<file path="config.mk">
export PLATFORM = sky130hd
export DESIGN_NAME = i2c_slave
export DESIGN_NICKNAME = d
export VERILOG_FILES = /design/src/rtl/i2c_slave_pkg.sv /design/src/rtl/i2c_slave_bus_sync.sv /design/src/rtl/i2c_slave.sv
export SDC_FILE = /design/constraint.sdc
export NUM_CORES = 1
export LEC_CHECK = 0
export BUFFER_PORTS_ARGS = -buffer_cell sky130_fd_sc_hd__buf_2
export CAP_MARGIN = 20
export CORE_AREA = 2 2 95 88
export DETAILED_ROUTE_END_ITERATION = 10
export DIE_AREA = 0 0 97 90
export GPL_ROUTABILITY_DRIVEN = 0
export RECOVER_POWER = 100
export SLEW_MARGIN = 20
export SYNTH_ARGS = -nofsm -noshare
export SYNTH_HDL_FRONTEND = slang
export SYNTH_SLANG_ARGS = --single-unit
</file>
<file path="constraint.sdc">
create_clock -name i_clk -period 2.2 [get_ports i_clk]
set_clock_uncertainty 0.2 [all_clocks]
set_input_delay 0.44 -clock i_clk [delete_from_list [all_inputs] [get_ports i_clk]]
set_output_delay 0.44 -clock i_clk [all_outputs]
set_load 0.005 [all_outputs]
</file>
<file path="src/rtl/i2c_slave_pkg.sv">
// Shared definitions for the I2C target: FSM state encoding, ACK/NACK levels
// and the bit-counter width.
package i2c_slave_pkg;

   typedef enum logic [3:0] {
      IDLE,
      ADDR,
      ADDR_ACK,
      SUB,
      SUB_ACK,
      WR,
      WR_ACK,
      RD,
      RD_ACK,
      IGNORE
   } state_t;

   localparam logic ACK  = 1'b0;
   localparam logic NACK = 1'b1;

   localparam int BIT_CNT_W = 3;

endpackage

</file>
<file path="src/rtl/i2c_slave_bus_sync.sv">
// Brings scl/sda into the i_clk domain and derives one-cycle SCL edge and
// START/STOP condition pulses.
module i2c_slave_bus_sync (
   input  logic i_clk,
   input  logic reset_n,
   input  logic scl_i,
   input  logic sda_i,
   output logic sda,
   output logic scl_rise,
   output logic scl_fall,
   output logic start,
   output logic stop
);

   logic scl_meta, scl_sync, scl_hist;
   logic sda_meta, sda_sync, sda_hist;

   // Flops reset to 1 so an idle (pulled-up) bus produces no edges out of reset.
   always_ff @(posedge i_clk or negedge reset_n) begin
      if (!reset_n) begin
         scl_meta <= 1'b1;
         scl_sync <= 1'b1;
         scl_hist <= 1'b1;
         sda_meta <= 1'b1;
         sda_sync <= 1'b1;
         sda_hist <= 1'b1;
      end else begin
         scl_meta <= scl_i;
         scl_sync <= scl_meta;
         scl_hist <= scl_sync;
         sda_meta <= sda_i;
         sda_sync <= sda_meta;
         sda_hist <= sda_sync;
      end
   end

   assign sda      = sda_sync;
   assign scl_rise = scl_sync & ~scl_hist;
   assign scl_fall = ~scl_sync & scl_hist;
   assign start    = scl_sync & scl_hist & sda_hist & ~sda_sync;
   assign stop     = scl_sync & scl_hist & ~sda_hist & sda_sync;

endmodule

</file>
<file path="src/rtl/i2c_slave.sv">
// I2C target fronting a byte-wide register file: address match, sub-address
// pointer, then auto-incrementing sequential writes or reads.
module i2c_slave
   import i2c_slave_pkg::*;
#(
   parameter logic [6:0] SLAVE_ADDR  = 7'h4B,
   parameter int         HOLD_CYCLES = 4
) (
   input  logic       i_clk,
   input  logic       reset_n,
   input  logic       scl_i,
   input  logic       sda_i,
   output logic       sda_oe,
   output logic [7:0] reg_addr,
   output logic [7:0] reg_wdata,
   output logic       reg_we,
   output logic       reg_re,
   input  logic [7:0] reg_rdata,
   output logic       busy
);

   localparam int HOLD_W = $clog2(HOLD_CYCLES + 1);
   localparam logic [HOLD_W-1:0] HOLD_LOAD = HOLD_W'(HOLD_CYCLES);
   localparam logic [HOLD_W-1:0] HOLD_ONE  = HOLD_W'(1);

   logic sda, scl_rise, scl_fall, start, stop;

   i2c_slave_bus_sync u_sync (
      .i_clk    (i_clk),
      .reset_n  (reset_n),
      .scl_i    (scl_i),
      .sda_i    (sda_i),
      .sda      (sda),
      .scl_rise (scl_rise),
      .scl_fall (scl_fall),
      .start    (start),
      .stop     (stop)
   );

   state_t               state;
   logic [BIT_CNT_W-1:0] bit_cnt;
   logic [7:0]           shift;
   logic                 rw_bit;
   logic                 ack_rose;
   logic                 ack_bit;
   logic                 pend_oe;
   logic [HOLD_W-1:0]    hold_cnt;
   logic [7:0]           shifted;

   assign shifted = {shift[6:0], sda};

   // Every ACK state spans two falls: the first starts the ACK bit, the rise in
   // between marks it as sampled, and the second fall moves on. SDA changes are
   // staged in pend_oe and applied HOLD_CYCLES after the fall; in RD the bit
   // comes straight from the shift register, which is loaded by then.
   always_ff @(posedge i_clk or negedge reset_n) begin
      if (!reset_n) begin
         state     <= IDLE;
         bit_cnt   <= '1;
         shift     <= '0;
         rw_bit    <= 1'b0;
         ack_rose  <= 1'b0;
         ack_bit   <= NACK;
         pend_oe   <= 1'b0;
         hold_cnt  <= '0;
         sda_oe    <= 1'b0;
         reg_addr  <= '0;
         reg_wdata <= '0;
         reg_we    <= 1'b0;
         reg_re    <= 1'b0;
         busy      <= 1'b0;
      end else begin
         reg_we <= 1'b0;
         reg_re <= 1'b0;
         if (reg_re)
            shift <= reg_rdata;
         if (hold_cnt != '0) begin
            hold_cnt <= hold_cnt - HOLD_ONE;
            if (hold_cnt == HOLD_ONE)
               sda_oe <= (state == RD) ? ~shift[7] : pend_oe;
         end

         if (start) begin
            state    <= ADDR;
            bit_cnt  <= '1;
            sda_oe   <= 1'b0;
            pend_oe  <= 1'b0;
            hold_cnt <= '0;
            ack_rose <= 1'b0;
         end else if (stop) begin
            state    <= IDLE;
            busy     <= 1'b0;
            sda_oe   <= 1'b0;
            pend_oe  <= 1'b0;
            hold_cnt <= '0;
            ack_rose <= 1'b0;
         end else if (scl_rise) begin
            case (state)
               ADDR, SUB, WR: begin
                  shift <= shifted;
                  if (bit_cnt == '0) begin
                     bit_cnt <= '1;
                     case (state)
                        ADDR: begin
                           // Address 0 is the general call, which is not answered.
                           if (shifted[7:1] == SLAVE_ADDR && shifted[7:1] != 7'd0) begin
                              state  <= ADDR_ACK;
                              busy   <= 1'b1;
                              rw_bit <= shifted[0];
                           end else begin
                              state <= IGNORE;
                              busy  <= 1'b0;
                           end
                        end
                        SUB: begin
                           reg_addr <= shifted;
                           state    <= SUB_ACK;
                        end
                        default: begin
                           reg_wdata <= shifted;
                           reg_we    <= 1'b1;
                           state     <= WR_ACK;
                        end
                     endcase
                  end else begin
                     bit_cnt <= bit_cnt - 1'b1;
                  end
               end
               RD: begin
                  if (bit_cnt == '0) begin
                     bit_cnt <= '1;
                     state   <= RD_ACK;
                  end else begin
                     bit_cnt <= bit_cnt - 1'b1;
                  end
               end
               ADDR_ACK, SUB_ACK, WR_ACK: ack_rose <= 1'b1;
               RD_ACK: begin
                  ack_rose <= 1'b1;
                  ack_bit  <= sda;
               end
               default: ;
            endcase
         end else if (scl_fall) begin
            hold_cnt <= HOLD_LOAD;
            case (state)
               ADDR_ACK, SUB_ACK, WR_ACK: begin
                  if (!ack_rose) begin
                     pend_oe <= 1'b1;
                  end else begin
                     ack_rose <= 1'b0;
                     pend_oe  <= 1'b0;
                     case (state)
                        ADDR_ACK: begin
                           if (rw_bit) begin
                              state  <= RD;
                              reg_re <= 1'b1;
                           end else begin
                              state <= SUB;
                           end
                        end
                        SUB_ACK: state <= WR;
                        default: begin
                           state    <= WR;
                           reg_addr <= reg_addr + 8'd1;
                        end
                     endcase
                  end
               end
               RD: shift <= {shift[6:0], 1'b0};
               RD_ACK: begin
                  pend_oe <= 1'b0;
                  if (ack_rose) begin
                     ack_rose <= 1'b0;
                     reg_addr <= reg_addr + 8'd1;
                     if (ack_bit == ACK) begin
                        state   <= RD;
                        reg_re  <= 1'b1;
                        bit_cnt <= '1;
                     end else begin
                        state <= IGNORE;
                     end
                  end
               end
               default: pend_oe <= 1'b0;
            endcase
         end
      end
   end

endmodule

</file>
Yosys cells after proc, flatten, opt, wreduce, memory -nomap -nowiden
Cells that the tools add are included.
Widths: inputs -> output; s select.
Word-level totals
  register bits after elaboration: 48
  bits of input ports: 12
  output and inout bits: 20
  word-level logic and storage cells: 184
Operators by class
  $add $sub $neg: 3
  equal/unequal tests: 28
  mux-type cells: 84
  bitwise logic cells: 15
  reductions and logical operators: 34
Operators by type and width (count)
  $mux 8: 15
  $mux 3: 15
  $mux 4: 11
  $mux 1: 37
  $pmux 4 s2: 3
  $reduce_bool 3->1: 8
  $eq 4x3->1 const B: 4
  $pmux 8 s2: 1
  $ne 3x3->1 const B: 5
  $ne 5x5->1 const B: 3
  $reduce_and 7->1: 2
  $reduce_and 6->1: 2
  $reduce_and 10->1: 1
  $reduce_bool 2->1: 5
  $add 8x1->8 const B: 1
  $eq 4x2->1 const B: 2
  $ne 4x2->1 const B: 2
  $not 1->1: 8
  $reduce_or 4->1: 2
  $and 1x1->1: 7
  $eq 7x7->1 const B: 1
  $reduce_bool 7->1: 1
  $ne 2x1->1 const B: 3
  $reduce_and 3->1: 2
  19 further kinds: 23

Depth between registers and ports, before layout
Gate-level depths: netlist of run 1.
  word-level depth: 9
  mapped depth: 9
  mapped depth without buffers: 7

Hierarchy
A second synthesis of run 1 with hierarchy kept.
Unflattened totals
  cells, all modules: 264
  area, all modules: 2642.5 um2
Modules (own cells, without submodules)
  i2c_slave: instances 1, cells each 254, area an instance 2452.4 um2, sequential area each 1056.0 um2
  i2c_slave_bus_sync: instances 1, cells each 10, area an instance 190.2 um2, sequential area each 157.7 um2

Worst setup path before layout of run 1
Ideal clock, no wire load.
  path type: reg2reg
  start: reg u_sync.scl_hist
  end: reg reg_addr[4]
  library setup time: 0.124 ns
  arrival time: 2.059 ns
  data required time: 1.876 ns
  path slack: -0.183 ns
  stages on the path, launching flop included: 9
  path buffers: 2
  period minus slack after synthesis: 2.383 ns
  path through: dfstp_2 > inv_1 > ha_1 > buf_2 > nand2b_1 > o41ai_2 > nand4_2 > clkbuf_1 > a211o_1
On the way
  longest elaborated chain between the ends: 5
  elaborated cells between the ends (all ways): 20
  classes of those cells: 6 x eq/ne; 1 x mux; 10 x bitwise; 3 x reduce/logical
RTL lines
  start, declared: RTL line i2c_slave_bus_sync.sv:15  | logic scl_meta, scl_sync, scl_hist;
  start signal, assigned: RTL line i2c_slave_bus_sync.sv:30  | scl_hist <= scl_sync;
  $and 1x1->1: RTL line i2c_slave_bus_sync.sv:40, i2c_slave_bus_sync.sv:41
  $and 1x1->1, on equally long branches (2 in series): RTL line i2c_slave_bus_sync.sv:41, i2c_slave_bus_sync.sv:40
  $not 1->1 (no line)
  $reduce_and 10->1 (no line)
  end signal, assigned: RTL line i2c_slave.sv:116  | reg_addr <= shifted;
  end signal, assigned: RTL line i2c_slave.sv:165  | reg_addr <= reg_addr + 8'd1;
  end signal, assigned: RTL line i2c_slave.sv:175  | reg_addr <= reg_addr + 8'd1;
  end, declared: RTL line i2c_slave.sv:14  | output logic [7:0] reg_addr,
Parallel ways exist; a longest one is shown, timed or not.
A chain may end at the register's enable or synchronous reset.

Worst setup path in the final report of run 1
  start: reg state[2]
  end: reg state[0]
On the way
  longest elaborated chain between the ends: 8
  elaborated cells between the ends (all ways): 27
  classes of those cells: 13 x eq/ne; 10 x mux; 4 x reduce/logical
RTL lines
  start, declared: RTL line i2c_slave.sv:40  | state_t state;
  start signal, assigned: RTL line i2c_slave.sv:58  | state <= IDLE;
  start signal, assigned: RTL line i2c_slave.sv:84  | state <= ADDR;
  start signal, assigned: RTL line i2c_slave.sv:91  | state <= IDLE;
  $eq 4x2->1: RTL line i2c_slave.sv:146, i2c_slave.sv:153
  $mux 4: RTL line i2c_slave.sv:153  | case (state)
  $mux 4: RTL line i2c_slave.sv:148  | if (!ack_rose) begin
  $pmux 4 s2: RTL line i2c_slave.sv:146  | case (state)
  $mux 4: RTL line i2c_slave.sv:144  | end else if (scl_fall) begin
  $mux 4: RTL line i2c_slave.sv:97  | end else if (scl_rise) begin
  $mux 4: RTL line i2c_slave.sv:90  | end else if (stop) begin
  $mux 4: RTL line i2c_slave.sv:83  | if (start) begin
Parallel ways exist; a longest one is shown, timed or not. The select of a mux whose other input is x is not followed.

==> results.json, run 1 <==
{
  "rows": 31,
  "ys.flop_type": "dfrtp_1",
  "max-vdd-ir-drop_uv": 407.4,
  "insertion_delay_ns": 0.30,
  "fin_crit_ns": 2.140,
  "p_per_area_nw_per_um2": 896.8,
  "coreArea_sq_um": 7796,
  "syn_area_per_cell_sq_um": 9.976,
  "dp_slack_ns": -0.004032,
  "initial_utilization_pct": 33.78,
  "power_mw": 2.810,
  "antenna_found_initial": 0,
  "fill_cells": 789,
  "grt_pass1_vias": 2038,
  "syn-num-nets": 285,
  "power.leakage_nw": 1.344,
  "worstSetupPathDepth": 4,
  "run_status": "completed",
  "synthTopCellsByArea": "dfrtp_1 (36%), dfstp_2 (10%), mux2i_1 (5.3%)",
  "netlist_area_sq_um": 2634,
  "numCtsBuffers": 5,
  "seq_area_frac_synth_pct": 46.08,
  "critPathTopFamily": "compound AO/OA/AOI/OAI gates",
  "dieArea_sq_um": 8730,
  "finalHoldViolations": 0,
  "grt-busiest-layer": "met1",
  "ys_ff_latch": 48,
  "hold_buffers": 0,
  "nets": 330,
  "timing.fmax_mhz": 467.3,
  "startpoint_type": "register",
  "die_x_um": 97,
  "fin_ws_ns": 0.06021,
  "route.detailed.drc": 0,
  "yosys_warnings": 0,
  "reg2reg_to": "state[0]",
  "r2r_cells": 4,
  "worst_slew_pin_slew_ns": 1.189,
  "design_area_sq_um": 3133,
  "synth_cell_type_count": 54,
  "clk_pin_slew_worst_paths_ns": 0.08,
  "hp-class": "in2reg",
  "met3_usage_pct": 2.722,
  "endpoint_kind": "register",
  "period_share_pct": 97.26,
  "setup_viol": 0,
  "grt.total_usage_pct": 13.67,
  "synthArstFlopShare_pct": 100.0,
  "postPlaceCellArea_sq_um": 3024,
  "clk_path_buf_depth": 2,
  "place.detailed.hpwl_um": 4149,
  "vias_per_cell": 5.081,
  "crit_buf_inv": 0,
  "met2_usage_pct": 19.68,
  "synth_cells": 264,
  "instances_no_fill": 409,
  "vias": 2078,
  "cp-startpoint": "state[2]",
  "crit_end": "state[0]",
  "rsz0062_at_grt": "yes",
  "port_buffers": 31,
  "synth_common_cells": "dfrtp_1 (38), nand2_1 (34), o21ai_0 (18), mux2i_1 (14), nor2_1 (12)",
  "path_max_fanout": 7,
  "cp_slowest_cell": "o311a_1",
  "crit_type": "reg2reg",
  "cts_tree": "yes",
  "grt_util_met1_pct": 21.33,
  "drv_cap": 0,
  "drtPass1Iterations": 4,
  "drive_gt1_share_pct": 26.45,
  "path_cells": "o21a_1 -> or3_1 -> o311a_1 -> mux2_1",
  "yosysTopAreaCellShare_pct": 36.10,
  "r2r-start": "state[2]",
  "grt_overflow_total": 0,
  "io_pins": 32,
  "cts.sinks": 48,
  "grt_max_degree": 49,
  "arrival_ns": 2.12,
  "slowest_delay_ns": 0.45,
  "finalMaxSlewViolations": 0,
  "wl_per_cell_um": 14.18,
  "worstPathRequired_ns": 2.18,
  "slew_headroom_pct": 20.73,
  "dp.cells": 401,
  "cts_setup_buffers": 0,
  "synth_most_common_cell": "dfrtp_1",
  "antenna_cells": 0,
  "cts-htree-levels": 2,
  "reg2reg_slack_ns": 0.06,
  "die_h_um": 90,
  "syn_to_final_growth_pct": 18.95,
  "root_buffer": "clkbuf_8",
  "synth_edf_count": 0,
  "grt_first_pass_wirelength_um": 10030,
  "ant_nets": 0,
  "drtIter0Drc": 111,
  "synth_area_leader_cell": "dfrtp_1",
  "wirelength_um": 5799
}
[metal layers]
layer,vias up,routed length (um)
met5,-,0
met4,0,0
met1,999,3066
met2,36,2485
li1,1043,-
met3,0,248
[through the flow]
step           hold WS (ns)  utilization, %  setup TNS [ns]
4_1_cts             0.01865           40.19               0
5_1_grt            0.007483           40.19         -0.1890
3_5_place_dp         0.1469           38.79       -0.004032
2_1_floorplan      -0.05559               -         -0.4264
3_3_place_gp         0.1458           38.79               0
6_report            0.03625           40.19               0
[worst register-to-register path: stages, from the launching register on]
cell and delay, ns:
dfrtp_1 0.44, o21a_1 0.23, or3_1 0.37, o311a_1 0.45, mux2_1 0.34
[registers in the layout, summed over array words and instances, names as in the netlist, 3 cells and up]
| name | cells |
|---|---|
| state | 4 |
| hold_cnt | 3 |
| reg_wdata | 8 |
| reg_addr | 8 |
| shift | 8 |
| bit_cnt | 3 |
[placed cells by master (no fill, tap or decap), types with 10 or more instances in the layout]
| cell | netlist | routed |
|---|---|---|
| dfrtp_1 | 38 | 38 |
| nand2_1 | 34 | 34 |
| buf_2 | 5 | 25 |
| o21ai_0 | 18 | 17 |
| mux2i_1 | 14 | 14 |
| nor2_1 | 12 | 12 |
| buf_4 | 1 | 12 |
| clkbuf_1 | 6 | 11 |
| mux2_2 | 10 | 10 |
| dfstp_2 | 10 | 10 |
[layout make-up]
class | count | area [sq um] | share of cell area (%)
Clock buffer | 7 | 86.33 | 2.756
Clock inverter | 1 | 7.507 | 0.2396
Inverter | 10 | 37.54 | 1.198
Multi-Input combinational cell | 193 | 1376 | 43.93
Sequential cell | 48 | 1214 | 38.74
Tap cell | 99 | 123.9 | 3.954
Timing Repair Buffer | 51 | 287.8 | 9.185
[worst min-delay path by stage]
stage / from / end / slack (ns) / cells after the start
after floorplan: reset_n / ack_rose / -0.06 / 0
after global placement: u_sync.scl_meta / u_sync.scl_sync / 0.15 / 0
after global routing: sda_i / u_sync.sda_meta / 0.007 / 1
final: scl_i / u_sync.scl_meta / 0.04 / 1
after detailed placement: u_sync.scl_meta / u_sync.scl_sync / 0.15 / 0
after CTS: sda_i / u_sync.sda_meta / 0.02 / 1
[power breakdown]
part	total, mW	internal (mW)	switching (mW)
clock	0.542	0.256	0.286
sequential	1.37	1.13	0.240
combinational	0.898	0.417	0.481
total	2.81	1.80	1.01
[logic make-up (layout without fill, tap and decap cells)]
kind of cell | after synthesis | count (layout) | synth area share (%)
compound gates | 55 | 55 | 14.06
xor+xnor | 3 | 3 | 0.9978
buf+inv | 23 | 69 | 3.658
simple gates | 101 | 101 | 20.90
mux | 25 | 25 | 10.02
flops | 48 | 48 | 46.08
fa+ha+maj | 9 | 9 | 4.276
[timing repair]
action / in CTS / in global routing
setup endpoints to repair: 4 / 20
gates cloned: 0 / 0
pin swaps: 3 / 3
resized for setup: 2 / 7
(Power assumes the default switching activity.)
==> inputs of run 2 (changes only) <==
- REMOVE_ABC_BUFFERS: default -> 1
==> run 2 against run 1 <==
Compared with the run above: design area grew 4.7%; clock power rose by 43%; sequential share of layout area shrank 1.7 points; via count increased by 3.7%; hold slack worse by 0.0065 ns; largest cell class unchanged; largest power group unchanged.
==> results.json, run 2 (synthesis results as in run 1) <==
{
  "rows": 31,
  "crit_type": "reg2reg",
  "design_area_sq_um": 3281,
  "insertion_delay_ns": 0.31,
  "die_h_um": 90,
  "layout_commonest_cell": "dfrtp_1",
  "rsz0062_at_grt": "yes",
  "initial_utilization_pct": 33.78,
  "cts_setup_buffers": 0,
  "grt_overflow_total": 0,
  "fin_ws_ns": 0.04364,
  "endpoint_kind": "register",
  "clk_pin_slew_worst_paths_ns": 0.09,
  "r2r-start": "u_sync.scl_hist",
  "fin_crit_ns": 2.156,
  "postPlaceCellArea_sq_um": 3034,
  "drtPass1Iterations": 4,
  "power.leakage_nw": 1.422,
  "reg2reg_to": "reg_addr[2]",
  "vias_per_cell": 5.205,
  "arrival_ns": 2.19,
  "place.detailed.hpwl_um": 4191,
  "die_x_um": 97,
  "crit_end": "reg_addr[2]",
  "hp-class": "in2reg",
  "setup_viol": 0,
  "r2r_cells": 7,
  "grt_pass1_vias": 1978,
  "numCtsBuffers": 5,
  "worst_slew_pin_slew_ns": 1.189,
  "dieArea_sq_um": 8730,
  "drv_cap": 0,
  "cts.sinks": 48,
  "io_pins": 32,
  "drive_gt1_share_pct": 30.16,
  "path_max_fanout": 7,
  "nets": 335,
  "cp-startpoint": "u_sync.scl_hist",
  "top_regs": "reg_addr: 8 flops, reg_wdata: 8 flops, shift: 8 flops",
  "worstPathRequired_ns": 2.23,
  "port_buffers": 31,
  "reg2reg_slack_ns": 0.04,
  "cts_tree": "yes",
  "hold-worst-slack_ns": 0.02979,
  "ant_nets": 0,
  "root_buffer": "clkbuf_8",
  "grt_first_pass_wirelength_um": 9998,
  "finalMaxSlewViolations": 0,
  "power_mw": 3.100,
  "timing.fmax_mhz": 463.7,
  "antenna_found_initial": 0,
  "finalHoldViolations": 0,
  "grt.total_usage_pct": 13.61,
  "clk_path_buf_depth": 2,
  "max-vdd-ir-drop_uv": 542.4,
  "layout_common_cells": "dfrtp_1 (38), nand2_1 (34), buf_2 (27)",
  "route.detailed.drc": 0,
  "antenna_cells": 0,
  "final.setup.tns_ns": 0,
  "coreArea_sq_um": 7796,
  "drtIter0Drc": 158,
  "cts-htree-levels": 2,
  "period_share_pct": 98.02,
  "slew_headroom_pct": 20.77,
  "syn_to_final_growth_pct": 24.56,
  "p_per_area_nw_per_um2": 945.0,
  "startpoint_type": "register",
  "wirelength_um": 6136,
  "grt_max_degree": 49,
  "run_status": "completed",
  "wl_per_cell_um": 14.82,
  "vias": 2155,
  "dp_slack_ns": -0.08467
}
-- run 2: changes by cell type in the layout (fill, tap and decap cells not counted), sizes merged --
cell / before / now
buf: 39 / 49
clkbuf: 19 / 12
bufinv: 0 / 2
clkinvlp: 1 / 0
inv: 10 / 11
-- run 2: worst min-delay path by stage --
stage	startpoint	end	slack (ns)	depth (start not counted)
6_report	scl_i	u_sync.scl_meta	0.03	1
5_1_grt	scl_i	u_sync.scl_meta	0.01	1
4_1_cts	scl_i	u_sync.scl_meta	0.02	1
3_5_place_dp	u_sync.scl_meta	u_sync.scl_sync	0.15	0
3_3_place_gp	u_sync.scl_meta	u_sync.scl_sync	0.15	0
2_1_floorplan	reset_n	ack_rose	-0.06	0
-- run 2: area by class of cell --
type	count	area, sq um
timing repair buffer	56	344.1
inverter	10	37.54
fill	732	4516
tap	99	123.9
multi-input combinational	193	1424
sequential	48	1214
clock buffer	5	68.82
clock inverter	3	68.82
-- run 2: timing repair --
action,CTS,global route
setup endpoints to repair,20,19
resized for setup,6,17
hold buffers,0,0
endpoints found under the hold margin,0,0
gates cloned,0,1
pin swaps,3,4
-- run 2: per-stage QoR --
step           util (%)  instances
6_report          42.08        414
5_1_grt           42.08        414
4_1_cts           41.21        413
3_5_place_dp      38.92        405
3_3_place_gp      38.92        405
2_1_floorplan         -        251
-- run 2: layer usage --
| layer | wire length, um | part of all wire [%] | track usage, % |
|---|---|---|---|
| met5 | 0 | 0 | 0 |
| met2 | 2815 | 46 | 20.78 |
| met3 | 281 | 4.6 | 1.944 |
| met4 | 63 | 1.0 | 3.521 |
| met1 | 2976 | 49 | 20.27 |
-- run 2: worst max-delay path: stages, from the launching register on --
cell      delay (ns)
dfstp_2         0.54
inv_2           0.04
ha_4            0.17
nand2b_4        0.16
o41ai_4         0.22
nand4_2         0.18
or4b_1          0.49
nand3_1         0.09
-- run 2: power breakdown --
part	switching, mW	internal [mW]
Combinational	0.515	0.448
Clock	0.319	0.458
Sequential	0.231	1.13
Total	1.06	2.04
==> inputs of run 3 (changes only) <==
- CTS_BUF_LIST: default -> sky130_fd_sc_hd__clkbuf_16
- SYNTH_HIERARCHICAL: default -> 1
==> run 3 against run 2 <==
Compared with the run above: the run now ends with setup timing left; first-iteration DRC count is 18% higher; combinational power is 9% higher; die area stayed put; global-route usage is 1.7 points higher; worst setup slack worse by 0.056 ns; sequential power hardly changed; sequential share of layout area is 1.7 points lower; clock-buffer cell count stayed put; maximum frequency is 2.5% lower; critical endpoint unchanged; largest cell class unchanged.
==> results.json, run 3 <==
{
  "run_status": "finished, violations left",
  "violations": "setup timing",
  "startpoint_type": "register",
  "ant_nets": 0,
  "drv_cap": 0,
  "worstPathRequired_ns": 2.23,
  "synthTopCellsByArea": "dfrtp_1 (36%), dfstp_2 (9.9%), mux2_2 (5.5%)",
  "synth_cell_type_count": 57,
  "clk_path_buf_depth": 2,
  "synth_edf_count": 0,
  "route.detailed.drc": 0,
  "grt_max_degree": 22,
  "vias": 2221,
  "max-vdd-ir-drop_uv": 527.0,
  "numCtsBuffers": 5,
  "drtIter0Drc": 186,
  "fin_crit_ns": 2.212,
  "rsz0062_at_grt": "yes",
  "insertion_delay_ns": 0.29,
  "ys.flop_type": "dfrtp_1",
  "timing.fmax_mhz": 452.1,
  "yosysTopAreaCellShare_pct": 35.98,
  "finalHoldViolations": 0,
  "grt.total_usage_pct": 15.32,
  "slew_headroom_pct": 26.18,
  "utilization_pct": 44.12,
  "layout_commonest_cell": "dfrtp_1",
  "synth_common_cells": "dfrtp_1 (38), nand2_1 (23), nor2_1 (20), a21oi_1 (17), o21ai_0 (14)",
  "postPlaceCellArea_sq_um": 3146,
  "path_max_fanout": 5,
  "setup_viol": 1,
  "synth_most_common_cell": "dfrtp_1",
  "port_buffers": 31,
  "design_area_sq_um": 3440,
  "cts-htree-levels": 2,
  "endpoint_kind": "register",
  "seq_area_frac_synth_pct": 45.93,
  "rows": 31,
  "cp-startpoint": "u_sync/sda",
  "min_from": "sda_i",
  "vias_per_cell": 5.118,
  "root_buffer": "clkbuf_16",
  "fill_cells": 746,
  "synthArstFlopShare_pct": 100.0,
  "fin_ws_ns": -0.01202,
  "final.setup.tns_ns": -0.01202,
  "p_per_area_nw_per_um2": 949.8,
  "initial_utilization_pct": 33.90,
  "hp-class": "in2reg",
  "coreArea_sq_um": 7796,
  "drive_gt1_share_pct": 34.03,
  "die_x_um": 97,
  "grt_first_pass_wirelength_um": 11030,
  "cp_slowest_cell": "dfstp_2",
  "yosys_warnings": 6,
  "drtPass1Iterations": 4,
  "dieArea_sq_um": 8730,
  "io_pins": 32,
  "antenna_found_initial": 0,
  "synth_area_leader_cell": "dfrtp_1",
  "syn_area_per_cell_sq_um": 10.01,
  "top_regs": "reg_addr: 8 flops, reg_wdata: 8 flops, shift: 8 flops",
  "cts_tree": "yes",
  "r2r-start": "u_sync/sda",
  "worst_slew_pin_slew_ns": 1.107,
  "power.leakage_nw": 1.531,
  "antenna_cells": 0,
  "nets": 352,
  "power_mw": 3.267,
  "crit_type": "reg2reg",
  "grt_overflow_total": 0,
  "hold-worst-slack_ns": 0.04312,
  "slowest_delay_ns": 0.55,
  "netlist_area_sq_um": 2643,
  "synth_cells": 264,
  "syn_to_final_growth_pct": 30.16,
  "arrival_ns": 2.24,
  "path_cells": "and4b_1 -> nor2_4 -> o311ai_1 -> a21o_1 -> buf_12 -> or4b_4 -> nand3_2",
  "ys_ff_latch": 48,
  "wirelength_um": 6584,
  "layout_common_cells": "dfrtp_1 (38), buf_4 (35), nand2_1 (23), buf_2 (23), nor2_1 (19)",
  "clk_pin_slew_worst_paths_ns": 0.06,
  "finalMaxSlewViolations": 0,
  "period_share_pct": 100.5,
  "place.detailed.hpwl_um": 4719,
  "wl_per_cell_um": 15.17,
  "die_h_um": 90,
  "grt_pass1_vias": 2226,
  "cts.sinks": 48
}
run 3: cell types whose count changed in the layout (fill, tap and decap cells not counted), sizes merged, moves of 3 or more:
cell    delta
a21oi      +8
buf       +15
clkbuf     +5
ha         -3
nand2     -11
nand3b     -8
nor2      +10
nor4       -3
o21bai     +3
run 3: final cells by class:
type / instances / area (sq um) / area share, %
clock buffers: 5 / 125.1 / 3.638
clock inverters: 3 / 42.54 / 1.237
inverters: 12 / 48.80 / 1.419
multi-input cells: 190 / 1355 / 39.40
flip-flops and latches: 48 / 1214 / 35.29
well taps: 99 / 123.9 / 3.601
repair buffers: 77 / 530.5 / 15.42
run 3: layer usage:
metal	vias up	GRT usage [%]	part of all wire (%)
met4	0	4.577	1.7
met2	51	24.36	46
met5	-	0	0
li1	1090	-	-
met3	10	3.344	4.1
met1	1070	20.96	49
run 3: kinds of logic (layout without fill, tap and decap cells):
family          after synthesis  after routing  share of synthesized area, %
fa+ha+maj                     6              6                         2.841
simple gates                 95             95                         19.84
flops                        48             48                         45.93
mux                          26             26                         10.46
xor+xnor                      1              1                        0.3315
compound gates               62             62                         15.53
buf+inv                      26             97                         5.066
run 3: power by group:
part | internal [mW] | switching, mW | leakage (nW)
sequential | 1.13 | 0.216 | 0.556
clock | 0.535 | 0.339 | 0.0814
combinational | 0.504 | 0.548 | 0.894
total | 2.16 | 1.10 | 1.53
run 3: metrics by stage:
step	setup slack, ns	instances
final	-0.01202	434
after global routing	-0.1158	434
after CTS	-0.02710	431
after detailed placement	-0.1056	418
after global placement	-0.05891	418
after floorplan	-1.002	250
run 3: critical path, delay by kind of cell, from the launching register on:
| family | cells | cell delay [ns] |
|---|---|---|
| buffers and inverters | 1 | 0.14 |
| flip-flops | 1 | 0.55 |
| AO/OA/AOI/OAI | 2 | 0.35 |
| AND/OR/NAND/NOR | 4 | 0.91 |
run 3: worst paths after layout:
| check | to | slack, ns | cells after the start |
|---|---|---|---|
| hold / removal | u_sync/sda_meta | 0.04 | 1 |
| hold reg to reg | u_sync/sda | 0.16 | 0 |
| min in group asynchronous | reg_wdata[5] | 0.67 | 2 |
| max in group asynchronous | bit_cnt[2] | 0.18 | 3 |
| setup reg to reg | reg_addr[2] | -0.01 | 7 |
| setup / recovery | reg_addr[2] | -0.01 | 7 |
run 3: timing repair:
action	in CTS	in global routing
hold endpoints to repair	10	0
cloned	1	0
gates resized for setup	11	11
endpoints found under the setup margin	15	27
pin swaps	5	3
buffers inserted	3	4
hold buffers	1	0
